### config.mk
export PLATFORM = sky130hd
export DESIGN_NAME = grab_channels_n
export DESIGN_NICKNAME = d
export VERILOG_FILES = /design/src/rtl/grab_channels_n.sv
export SDC_FILE = /design/constraint.sdc
export NUM_CORES = 1
export LEC_CHECK = 0
export BUFFER_PORTS_ARGS = -buffer_cell sky130_fd_sc_hd__buf_2
export CORE_AREA = 5 5 142 144
export CTS_CLUSTER_SIZE = 24
export DETAILED_ROUTE_END_ITERATION = 10
export DIE_AREA = 0 0 147 149
export GPL_ROUTABILITY_DRIVEN = 1
export PLACE_DENSITY = 0.78
export SLEW_MARGIN = 15
export SYNTH_ARGS = -nofsm -noshare
export SYNTH_HDL_FRONTEND = slang
export SYNTH_SLANG_ARGS = --single-unit
### constraint.sdc
create_clock -name clk -period 9.09 [get_ports clk]
set_clock_uncertainty 0.2 [all_clocks]
set_input_delay 0.4545 -clock clk [delete_from_list [all_inputs] [get_ports clk]]
set_output_delay 0.4545 -clock clk [all_outputs]
set_load 0.02 [all_outputs]
### src/rtl/grab_channels_n.sv
// grab_channels_n: demultiplexes a burst-framed, interleaved I0,Q0,I1,Q1,...
// sample stream into N_CH I/Q pairs on a flat bus.
// A frame is collected in shadow registers and the whole output bus is
// committed on a single edge. Short bursts raise err_short, and over-long
// bursts (non-continuous mode only) raise err_long.
module grab_channels_n #(
    parameter int DW         = 16,
    parameter int N_CH       = 4,
    parameter int CONTINUOUS = 0
) (
    input  logic                 clk,
    input  logic                 rst,
    input  logic [DW-1:0]        stream_in,
    input  logic                 strobe_in,
    output logic [2*N_CH*DW-1:0] iq_out,
    output logic                 strobe_out,
    output logic                 err_short,
    output logic                 err_long,
    output logic [15:0]          frame_cnt
);

    localparam int FL = 2 * N_CH;
    localparam int CW = ($clog2(FL) < 1) ? 1 : $clog2(FL);
    localparam logic [CW-1:0] LAST = CW'(FL - 1);

    typedef enum logic [1:0] {IDLE, COLLECT, DONE, DROP} state_t;

    state_t                  state_reg, state_next;
    logic [CW-1:0]           cnt_reg, cnt_next;
    logic                    store_en;
    logic                    commit;
    logic                    err_short_next;
    logic                    err_long_next;

    logic [(FL-1)*DW-1:0]    sh_flat;
    logic [2*N_CH*DW-1:0]    iq_reg;
    logic                    strobe_out_reg;
    logic                    err_short_reg;
    logic                    err_long_reg;
    logic [15:0]             frame_cnt_reg;

    // State and sample-counter register
    always_ff @(posedge clk or posedge rst) begin
        if (rst) begin
            state_reg <= IDLE;
            cnt_reg   <= '0;
        end else begin
            state_reg <= state_next;
            cnt_reg   <= cnt_next;
        end
    end

    // Next-state logic: decides where each strobed sample goes and which pulse fires
    always_comb begin
        state_next     = state_reg;
        cnt_next       = cnt_reg;
        store_en       = 1'b0;
        commit         = 1'b0;
        err_short_next = 1'b0;
        err_long_next  = 1'b0;
        case (state_reg)
            IDLE: begin
                cnt_next = '0;
                if (strobe_in) begin
                    // cnt_reg is zero here, so this lands in sh[0]
                    store_en   = 1'b1;
                    cnt_next   = CW'(1);
                    state_next = COLLECT;
                end
            end
            COLLECT: begin
                if (strobe_in) begin
                    if (cnt_reg == LAST) begin
                        commit     = 1'b1;
                        cnt_next   = '0;
                        state_next = (CONTINUOUS != 0) ? COLLECT : DONE;
                    end else begin
                        store_en = 1'b1;
                        cnt_next = cnt_reg + CW'(1);
                    end
                end else begin
                    // A drop exactly on a frame boundary (continuous mode) is clean
                    err_short_next = (cnt_reg != '0);
                    cnt_next       = '0;
                    state_next     = IDLE;
                end
            end
            DONE: begin
                cnt_next = '0;
                if (strobe_in) begin
                    err_long_next = 1'b1;
                    state_next    = DROP;
                end else begin
                    state_next = IDLE;
                end
            end
            DROP: begin
                cnt_next = '0;
                if (!strobe_in) begin
                    state_next = IDLE;
                end
            end
            default: begin
                cnt_next   = '0;
                state_next = IDLE;
            end
        endcase
    end

    // Shadow registers: one per sample slot except the last, which is taken live
    generate
        for (genvar gi = 0; gi < FL - 1; gi++) begin : g_sh
            logic [DW-1:0] sh_reg;

            // Capture the sample addressed by the counter
            always_ff @(posedge clk or posedge rst) begin
                if (rst) begin
                    sh_reg <= '0;
                end else if (store_en && (cnt_reg == CW'(gi))) begin
                    sh_reg <= stream_in;
                end
            end

            assign sh_flat[gi*DW +: DW] = sh_reg;
        end
    endgenerate

    // Atomic frame commit plus the one-cycle status pulses and frame counter
    always_ff @(posedge clk or posedge rst) begin
        if (rst) begin
            iq_reg         <= '0;
            strobe_out_reg <= 1'b0;
            err_short_reg  <= 1'b0;
            err_long_reg   <= 1'b0;
            frame_cnt_reg  <= '0;
        end else begin
            strobe_out_reg <= commit;
            err_short_reg  <= err_short_next;
            err_long_reg   <= err_long_next;
            if (commit) begin
                iq_reg        <= {stream_in, sh_flat};
                frame_cnt_reg <= frame_cnt_reg + 16'd1;
            end
        end
    end

    assign iq_out     = iq_reg;
    assign strobe_out = strobe_out_reg;
    assign err_short  = err_short_reg;
    assign err_long   = err_long_reg;
    assign frame_cnt  = frame_cnt_reg;

endmodule

==> impl_metrics.toml, run 1 <==
[placed_design]
gp_congestion = 0.793
hpwl_microns = 14300
dp_cells = 1246
dp_slack_ns = 5.36
io_buffers = 165

[synthesis]
synth_edf_count = 0
synthTopCellsByArea = "dfrtp_1, nand2_1, mux2_2"
synthesis.area_sq_um = 10200
synth_area_per_cell_sq_um = 11.6
synthFlopType = "dfrtp_1"
synth_compound_area_share_pct = 0.245
syn_inst = 882
synthMuxAreaShare_pct = 13.4
synthSimpleGateAreaFrac_pct = 17.1
synth_cell_types = 33
synth_xor_xnor_area_share_pct = 1.28
synth_top_family_by_area = "simple AND/OR/NAND/NOR gates"
synth_top_cell_by_area = "dfrtp_1"
yosysSeqAreaShare_pct = 64.6
synthAdderAreaFrac_pct = 0.856
syn_nets = 908
async_reset_ff_share_pct = 100
synth_top_area_share_pct = 64.6
synth-seq-cells = 264
yosysWarnings = 0

[clock_network]
clkTransAtPathRegs_ns = 0.06
cts_max_level = 1
cts_root_buf = "clkbuf_16"
cts_sinks = 264
cts_made_buffers = 27
cts_resized = 0
clockBufferDepth = 3
clk_latency_ns = 0.52
cts_tree = "done"

[layout]
final_common_cell = "nand2_1"
num_antenna_cells = 0
fin_nets = 1069
largest_register_ffs = 128
syn_to_final_growth_pct = 17.9
final_cell_mix = "nand2_1, dfrtp_1, buf_2, mux2_2"
fin_cells = 1297
drive_gt1_share_pct = 29.2

[timing]
fin_setup_tns_ns = 0
hold_slack_ns = 0.0678
hold_viol = 0
setup_viol = 0
setup_ws_ns = 5.35
worstMarginPinSlew_ns = 0.982
min_period_over_period_pct = 41.1
slew_viol_final = 0
max_clock_freq_ghz = 0.268
period_needed_ns = 3.74
rsz0062_at_grt = "false"
slew_headroom_pct = 34.5

[critical_path]
crit_chain = "ha_1 -> ha_1 -> nand4_4 -> inv_4 -> buf_4 -> nand2_1 -> nand2_1"
cp.required_ns = 9.34
setup.worst_path.start_class = "flop"
cp_slowest_cell = "inv_4"
end_kind = "flop"
crit_family = "buffers and inverters"
path_max_fanout = 69
worstPathArrival_ns = 3.99
crit_type = "reg2reg"
critPathMaxStageDelay_ns = 0.88
critPathBufInv = 2

[route]
wl_microns = 22500
wl_per_cell_microns = 17.4
drt-initial-drc-count = 348
drc = 0
drtAntennaViolNets = 0
viasPerCell = 5.18
drtPass1Iterations = 5
vias = 6720

[floorplanning]
die_h_microns = 149
die_w_microns = 147
rows = 50
core_area_sq_um = 18600
initial_core_util_pct = 55.0
io_pins = 166
dieArea_sq_um = 21900

[global_routing]
antenna_found_initial = 0
grt_remaining_overflow = 0
grt_pass1_wl_microns = 37000
first_global_vias = 6840
grt_max_degree = 115
grt_usage_pct = 21.0

[power]
leakage_nw = 7.00
vdd_ir_drop_max_v = 0.000132
p_per_area_nw_per_um2 = 211

[min_path]
holdCritPathClass = "in2reg"

[flow_run]
maxCapViolations = 0

[outcome]
status = "complete, no violations"
through the flow:
stage	util (%)	power, mW	cell area [sq um]
finish	64.9	2.54	12100
global route	64.9	2.63	12100
floorplan	-	1.46	10200
global placement	60.2	1.50	11200
CTS	64.9	2.56	12100
detailed placement	60.2	1.51	11200
cell families after synthesis:
group,Yosys count
and+or+nand+nor,429
DFF,264
muxes,112
buffers and inverters,51
xor gates and xnor gates,15
adders and majority gates,7
AOI/OAI and AO/OA,4
Yosys cell counts, types with 4 or more instances:
library cell	count
buf_1	14
clkbuf_1	13
and3_1	4
nor4_1	4
xnor2_1	7
mux2_2	52
ha_1	7
mux2_4	30
buf_6	7
nand3_1	4
nor2_1	4
inv_1	10
nand2_4	6
nor3_1	4
nand2_1	392
buf_2	4
xor2_1	8
mux2_1	30
dfrtp_1	264
power breakdown:
part           total [mW]  internal, mW  switching (mW)  leakage (nW)
registers            1.32          1.27          0.0512          3.53
clock network        1.05         0.607           0.442         0.421
logic               0.169        0.0953          0.0741          3.04
what timing repair did:
action | CTS | global route
buffers inserted | 0 | 0
hold buffers | 2 | 0
endpoints found under the hold margin | 113 | 0
tightest hold or removal path: stages:
cell	delay [ns]
buf_2	0.17
nand2_1	0.07
nand2_1	0.04
routing by layer:
metal / vias up / global-route usage, % / share of wire, %
met1: 3374 / 31.2 / 46
met2: 200 / 33.5 / 47
met5: - / 0 / 0
met4: 0 / 4.15 / 1.1
li1: 3126 / - / -
met3: 20 / 3.10 / 5.9
cell type report:
class	instances	area, sq um
clock buffers	36	749
flip-flops and latches	264	6610
fillers	1427	6530
well taps	234	293
clock inverters	13	98.8
repair buffers	171	876
multi-input cells	567	3380
inverters	12	55.1
final timing paths:
kind / startpoint / endpoint / slack [ns] / cells past startpoint
setup / recovery: cnt_reg[0] / iq_out[62] / 5.35 / 7
hold / removal: stream_in[4] / iq_out[116] / 0.07 / 3
setup reg to reg: cnt_reg[0] / iq_out[62] / 5.35 / 7
hold reg to reg: g_sh[3].sh_reg[7] / iq_out[55] / 0.26 / 2
max in group asynchronous: rst / g_sh[3].sh_reg[5] / 6.81 / 4
min in group asynchronous: rst / iq_out[12] / 0.41 / 3
Note: power is estimated with default switching activity, not from simulation.
==> inputs of run 2 (changes only) <==
--- a/config.mk
+++ b/config.mk
@@ -6,12 +6,12 @@
 export NUM_CORES = 1
 export LEC_CHECK = 0
 export BUFFER_PORTS_ARGS = -buffer_cell sky130_fd_sc_hd__buf_2
-export CORE_AREA = 5 5 142 144
+export CORE_AREA = 5 5 148 150
 export CTS_CLUSTER_SIZE = 24
 export DETAILED_ROUTE_END_ITERATION = 10
-export DIE_AREA = 0 0 147 149
+export DIE_AREA = 0 0 153 155
 export GPL_ROUTABILITY_DRIVEN = 1
-export PLACE_DENSITY = 0.78
+export PLACE_DENSITY = 0.75
 export SLEW_MARGIN = 15
 export SYNTH_ARGS = -nofsm -noshare
 export SYNTH_HDL_FRONTEND = slang
==> constraint.sdc (replaced) <==
create_clock -name clk -period 3.3 [get_ports clk]
set_clock_uncertainty 0.2 [all_clocks]
set_input_delay 0.165 -clock clk [delete_from_list [all_inputs] [get_ports clk]]
set_output_delay 0.165 -clock clk [all_outputs]
set_load 0.02 [all_outputs]
==> run 2 against run 1 <==
Effect of this change:
- die area rose by 8.3%
- non-clock buffer count rose by 20
- hold slack improved by 0.0078 ns
- combinational power rose to 2.9 times the previous value
- maximum frequency increased by 46%
- cell area rose by 3.0%
- global-route usage shrank 1.1 points
- register-to-register slack worse by 4.6 ns
- sequential share of layout area shrank 1.6 points
- largest power group unchanged
- highest routed layer unchanged
==> impl_metrics.toml, run 2 (synthesis results as in run 1) <==
[outcome]
status = "complete, no violations"

[critical_path]
crit_type = "reg2reg"
cp_slowest_cell = "and3_1"
critPathMaxStageDelay_ns = 0.55
end_kind = "flop"
crit_chain = "ha_1 -> ha_1 -> a21oi_1 -> and3_1 -> buf_4 -> mux2_2"
cpMostUsedCell = "ha_1"
cp.required_ns = 3.49
worstPathArrival_ns = 2.75
path_max_fanout = 11
setup.worst_path.start_class = "flop"

[floorplanning]
io_pins = 166
die_h_microns = 155
initial_core_util_pct = 49.7
die_w_microns = 153
core_area_sq_um = 20600
dieArea_sq_um = 23700
rows = 53

[layout]
final_cell_mix = "nand2_1, dfrtp_1, buf_2, mux2_2"
drive_gt1_share_pct = 29.0
fin_nets = 1089
fillerInstances = 1695
fin_cells = 1357
syn_to_final_growth_pct = 21.4
post-route-util_pct = 60.4
num_antenna_cells = 0
largest_register_ffs = 128
final_common_cell = "nand2_1"

[global_routing]
grt_remaining_overflow = 0
antenna_found_initial = 0
grt_pass1_wl_microns = 38300
grt_usage_pct = 19.9
first_global_vias = 7023
grt_max_degree = 131

[timing]
max_clock_freq_ghz = 0.391
period_needed_ns = 2.56
min_period_over_period_pct = 77.5
worstMarginPinSlew_ns = 0.640
slew_headroom_pct = 57.3
hold_viol = 0
setup_viol = 0
rsz0062_at_grt = "false"
setup_ws_ns = 0.744
slew_viol_final = 0

[clock_network]
clockBufferDepth = 3
clkTransAtPathRegs_ns = 0.06
cts_max_level = 1
clk_latency_ns = 0.51
cts_root_buf = "clkbuf_16"
cts_made_buffers = 27
cts_tree = "done"
cts_sinks = 264

[min_path]
holdCritPathClass = "in2async"

[route]
viasPerCell = 4.95
drtPass1Iterations = 4
wl_per_cell_microns = 17.0
drc = 0
vias = 6711
wl_microns = 23000
drtAntennaViolNets = 0
drt-initial-drc-count = 311

[placed_design]
dp_cells = 1291
hpwl_microns = 14400
io_buffers = 165
gp_congestion = 0.766
dp_slack_ns = 0.702

[flow_run]
maxCapViolations = 0

[power]
leakage_nw = 7.13
vdd_ir_drop_max_v = 0.000418
p_per_area_nw_per_um2 = 582
## run 2: cell count changes in the layout (fill, tap and decap cells not counted), sizes merged
| cell | previous run | this run |
|---|---|---|
| clkbuf | 36 | 38 |
| dlygate4sd3 | 2 | 18 |
| bufinv | 1 | 3 |
| clkinv | 10 | 5 |
| buf | 169 | 173 |
## run 2: final cells by class
cell class | instances | area [sq um] | share of cell area [%]
Clock buffer | 38 | 787 | 6.34
Clock inverter | 10 | 134 | 1.08
Inverter | 12 | 51.3 | 0.413
Multi-Input combinational cell | 567 | 3380 | 27.2
Sequential cell | 264 | 6610 | 53.2
Tap cell | 275 | 344 | 2.77
Timing Repair Buffer | 191 | 1120 | 8.99
## run 2: stage by stage
stage	total power, mW	instance area [sq um]	setup TNS (ns)	hold WS, ns
after CTS	7.32	12400	0	0.0697
final	7.22	12400	0	0.0756
after global placement	4.14	11300	0	0.0710
after floorplan	4.01	10200	-144.81	0.0484
after global routing	7.51	12400	0	0.0927
after detailed placement	4.17	11300	0	0.0719
## run 2: routing by layer
layer	GRT usage [%]	share of wire, %	vias to the layer above
li1	-	-	3164
met1	27.4	45	3360
met2	33.2	48	154
met3	3.87	5.5	33
met4	4.45	2.0	0
met5	0	0	-
## run 2: path summary, 6_finish.rpt
path / startpoint / endpoint / slack, ns / cells past startpoint
worst max-delay path: cnt_reg[0] / g_sh[3].sh_reg[3] / 0.74 / 6
min in group clk: g_sh[5].sh_reg[3] / iq_out[83] / 0.26 / 2
worst max register to register: cnt_reg[0] / g_sh[3].sh_reg[3] / 0.74 / 6
worst min register to register: g_sh[5].sh_reg[3] / iq_out[83] / 0.26 / 2
worst min-delay path: rst / iq_out[125] / 0.08 / 3
max in group asynchronous: rst / iq_out[102] / 1.96 / 4
## run 2: report_power, final
group | internal, mW | switching (mW)
clock | 1.89 | 1.21
combinational | 0.280 | 0.204
sequential | 3.49 | 0.141
## run 2: repair_timing
item                      in CTS  in global routing
hold endpoints to repair     190                  0
buffers inserted               0                  0
gates resized for setup        0                  0
hold buffers                  18                  0
## run 2: worst max-delay path: cells and delay by family (launching register included)
family                   cells  cell delay (ns)
multiplexers                 1             0.34
AO/OA/AOI/OAI                1             0.21
buffers and inverters        1             0.26
flip-flops                   1             0.40
AND/OR/NAND/NOR              1             0.55
adder cells (fa/ha/maj)      2             0.48
==> inputs of run 3 (changes only) <==
--- a/config.mk
+++ b/config.mk
@@ -5,6 +5,7 @@
 export SDC_FILE = /design/constraint.sdc
 export NUM_CORES = 1
 export LEC_CHECK = 0
+export ABC_AREA = 1
 export BUFFER_PORTS_ARGS = -buffer_cell sky130_fd_sc_hd__buf_2
 export CORE_AREA = 5 5 148 150
 export CTS_CLUSTER_SIZE = 24
==> constraint.sdc (replaced) <==
create_clock -name clk -period 2.1 [get_ports clk]
set_clock_uncertainty 0.2 [all_clocks]
set_input_delay 0.105 -clock clk [delete_from_list [all_inputs] [get_ports clk]]
set_output_delay 0.105 -clock clk [all_outputs]
set_load 0.02 [all_outputs]
==> run 3 against run 2 <==
Effect of this change:
- combinational power grew 86%
- sequential power up 56%
- synthesized area increased by 0.23%
- critical path depth grew 3
- sequential share of layout area fell by 1.2 points
- largest cell class unchanged
- highest routed layer unchanged
==> impl_metrics.toml, run 3 <==
[route]
vias = 7581
drt-initial-drc-count = 455
route.met3.wl_microns = 1500
routed.top_layer = "met4"
wl_per_cell_microns = 16.3
drc = 0
wl_microns = 25100
viasPerCell = 4.92
wl_met2_microns = 12400
wl_met1_microns = 10800
drtPass1Iterations = 5
drtAntennaViolNets = 0

[flow_run]
maxCapViolations = 0

[layout]
final_common_cell = "nand2_1"
largest_register_ffs = 128
syn_to_final_growth_pct = 24.0
fin_cells = 1542
design_area_sq_um = 12700
fin_nets = 1275
num_antenna_cells = 0
post-route-util_pct = 61.8
final_cell_mix = "nand2_1, dfrtp_1, o21ai_0, buf_2, inv_1"
drive_gt1_share_pct = 20.4

[synthesis]
synthTopCellsByArea = "dfrtp_1, nand2_1, o21ai_0"
async_reset_ff_share_pct = 100
synth_top_area_share_pct = 64.5
synth_edf_count = 0
synthFlopType = "dfrtp_1"
syn_inst = 1068
netlist_top_cells_count = "nand2_1, dfrtp_1, o21ai_0"
yosysSeqAreaShare_pct = 64.5
post-synth-top-count-cell = "nand2_1"
synth_cell_types = 26
synth-seq-cells = 264
synth_top_cell_by_area = "dfrtp_1"
syn_nets = 1094
yosysWarnings = 0
synth_area_per_cell_sq_um = 9.60
synthesis.area_sq_um = 10200

[critical_path]
critPathBufInv = 2
r2r_slack_ns = 0.09
end_kind = "flop"
critPathMaxStageDelay_ns = 0.38
setup.worst_path.start_class = "flop"
worstPathArrival_ns = 2.25
cp.required_ns = 2.34
cp_slowest_cell = "dfrtp_1"
path_max_fanout = 8
crit_chain = "ha_2 -> ha_4 -> nand2_4 -> nand3_4 -> buf_6 -> nor2_4 -> clkbuf_16 -> nand2_1 -> o21ai_0"
crit_type = "reg2reg"
crit_family = "simple AND/OR/NAND/NOR gates"

[power]
power_mw = 11.6
leakage_nw = 6.64
vdd_ir_drop_max_v = 0.000795
p_per_area_nw_per_um2 = 910

[placed_design]
placed_cell_area_sq_um = 11500
dp_slack_ns = 0.0539
hpwl_microns = 15800
io_buffers = 165
dp_cells = 1469
gp_congestion = 0.823

[timing]
hold_viol = 0
max_clock_freq_ghz = 0.497
worstMarginPinSlew_ns = 0.673
rsz0062_at_grt = "false"
min_period_over_period_pct = 95.8
hold_slack_ns = 0.0884
slew_headroom_pct = 55.2
fin_setup_tns_ns = 0
slew_viol_final = 0
setup_viol = 0
period_needed_ns = 2.01
setup_ws_ns = 0.0891

[global_routing]
grt_usage_pct = 21.1
grt_pass1_wl_microns = 40300
grt_remaining_overflow = 0
first_global_vias = 7385
grt_max_degree = 124
antenna_found_initial = 0

[clock_network]
cts_made_buffers = 27
clk_latency_ns = 0.52
cts_sinks = 264
cts_root_buf = "clkbuf_16"
clkTransAtPathRegs_ns = 0.07
clockBufferDepth = 3
cts_tree = "done"
cts_max_level = 1

[floorplanning]
rows = 53
core_area_sq_um = 20600
io_pins = 166
die_w_microns = 153
die_h_microns = 155
initial_core_util_pct = 49.9
dieArea_sq_um = 23700

[outcome]
status = "complete, no violations"

[min_path]
holdCritPathClass = "in2async"
-- run 3: cell count changes in the layout (fill, tap and decap cells not counted), moves of 13 or more --
| cell | delta |
|---|---|
| mux2_1 | -30 |
| o21ai_0 | +216 |
| nand2_1 | -74 |
| nor2_1 | +13 |
| mux2_4 | -30 |
| mux2_2 | -52 |
| inv_1 | +121 |
-- run 3: final timing paths --
| path | startpoint | end | cells past startpoint |
|---|---|---|---|
| setup / recovery | cnt_reg[0] | g_sh[1].sh_reg[12] | 9 |
| hold / removal | rst | iq_out[97] | 4 |
| setup reg to reg | cnt_reg[0] | g_sh[1].sh_reg[12] | 9 |
| hold reg to reg | iq_out[116] | iq_out[116] | 2 |
| max in group asynchronous | rst | iq_out[6] | 4 |
| min in group clk | strobe_in | err_short | 3 |
-- run 3: timing repair --
action,4_1_cts,5_1_grt
hold endpoints to repair,402,0
resized for setup,0,5
setup endpoints to repair,0,107
hold buffers,18,0
buffers inserted,0,5
-- run 3: logic make-up after synthesis --
logic type | count (synthesis) | share of synthesized area (%)
adder cells (fa/ha/maj) | 7 | 0.854
buffers and inverters | 197 | 8.29
AO/OA/AOI/OAI | 228 | 11.2
AND/OR/NAND/NOR | 363 | 14.5
XOR/XNOR | 9 | 0.769
flip-flops | 264 | 64.5
-- run 3: power by group --
group	total, mW	internal (mW)	switching, mW
registers	5.68	5.55	0.130
logic	0.902	0.285	0.617
clock network	4.98	3.05	1.94
total	11.6	8.88	2.68
-- run 3: cell type report --
class	count	area (sq um)
clock buffers	35	766
clock inverters	12	168
fillers	1663	7850
inverters	131	495
multi-input cells	607	2810
flip-flops and latches	264	6610
well taps	275	344
repair buffers	218	1510
-- run 3: worst reg2reg max path: stages, from the launching register on --
cell and delay, ns:
dfrtp_1 0.38, ha_2 0.21, ha_4 0.18, nand2_4 0.09, nand3_4 0.12, buf_6 0.17
nor2_4 0.24, clkbuf_16 0.21, nand2_1 0.05, o21ai_0 0.08
-- run 3: metal layers --
metal	track usage [%]	vias to the layer above
met2	35.8	214
li1	-	3674
met5	0	-
met3	3.62	33
met4	4.33	0
met1	29.1	3660
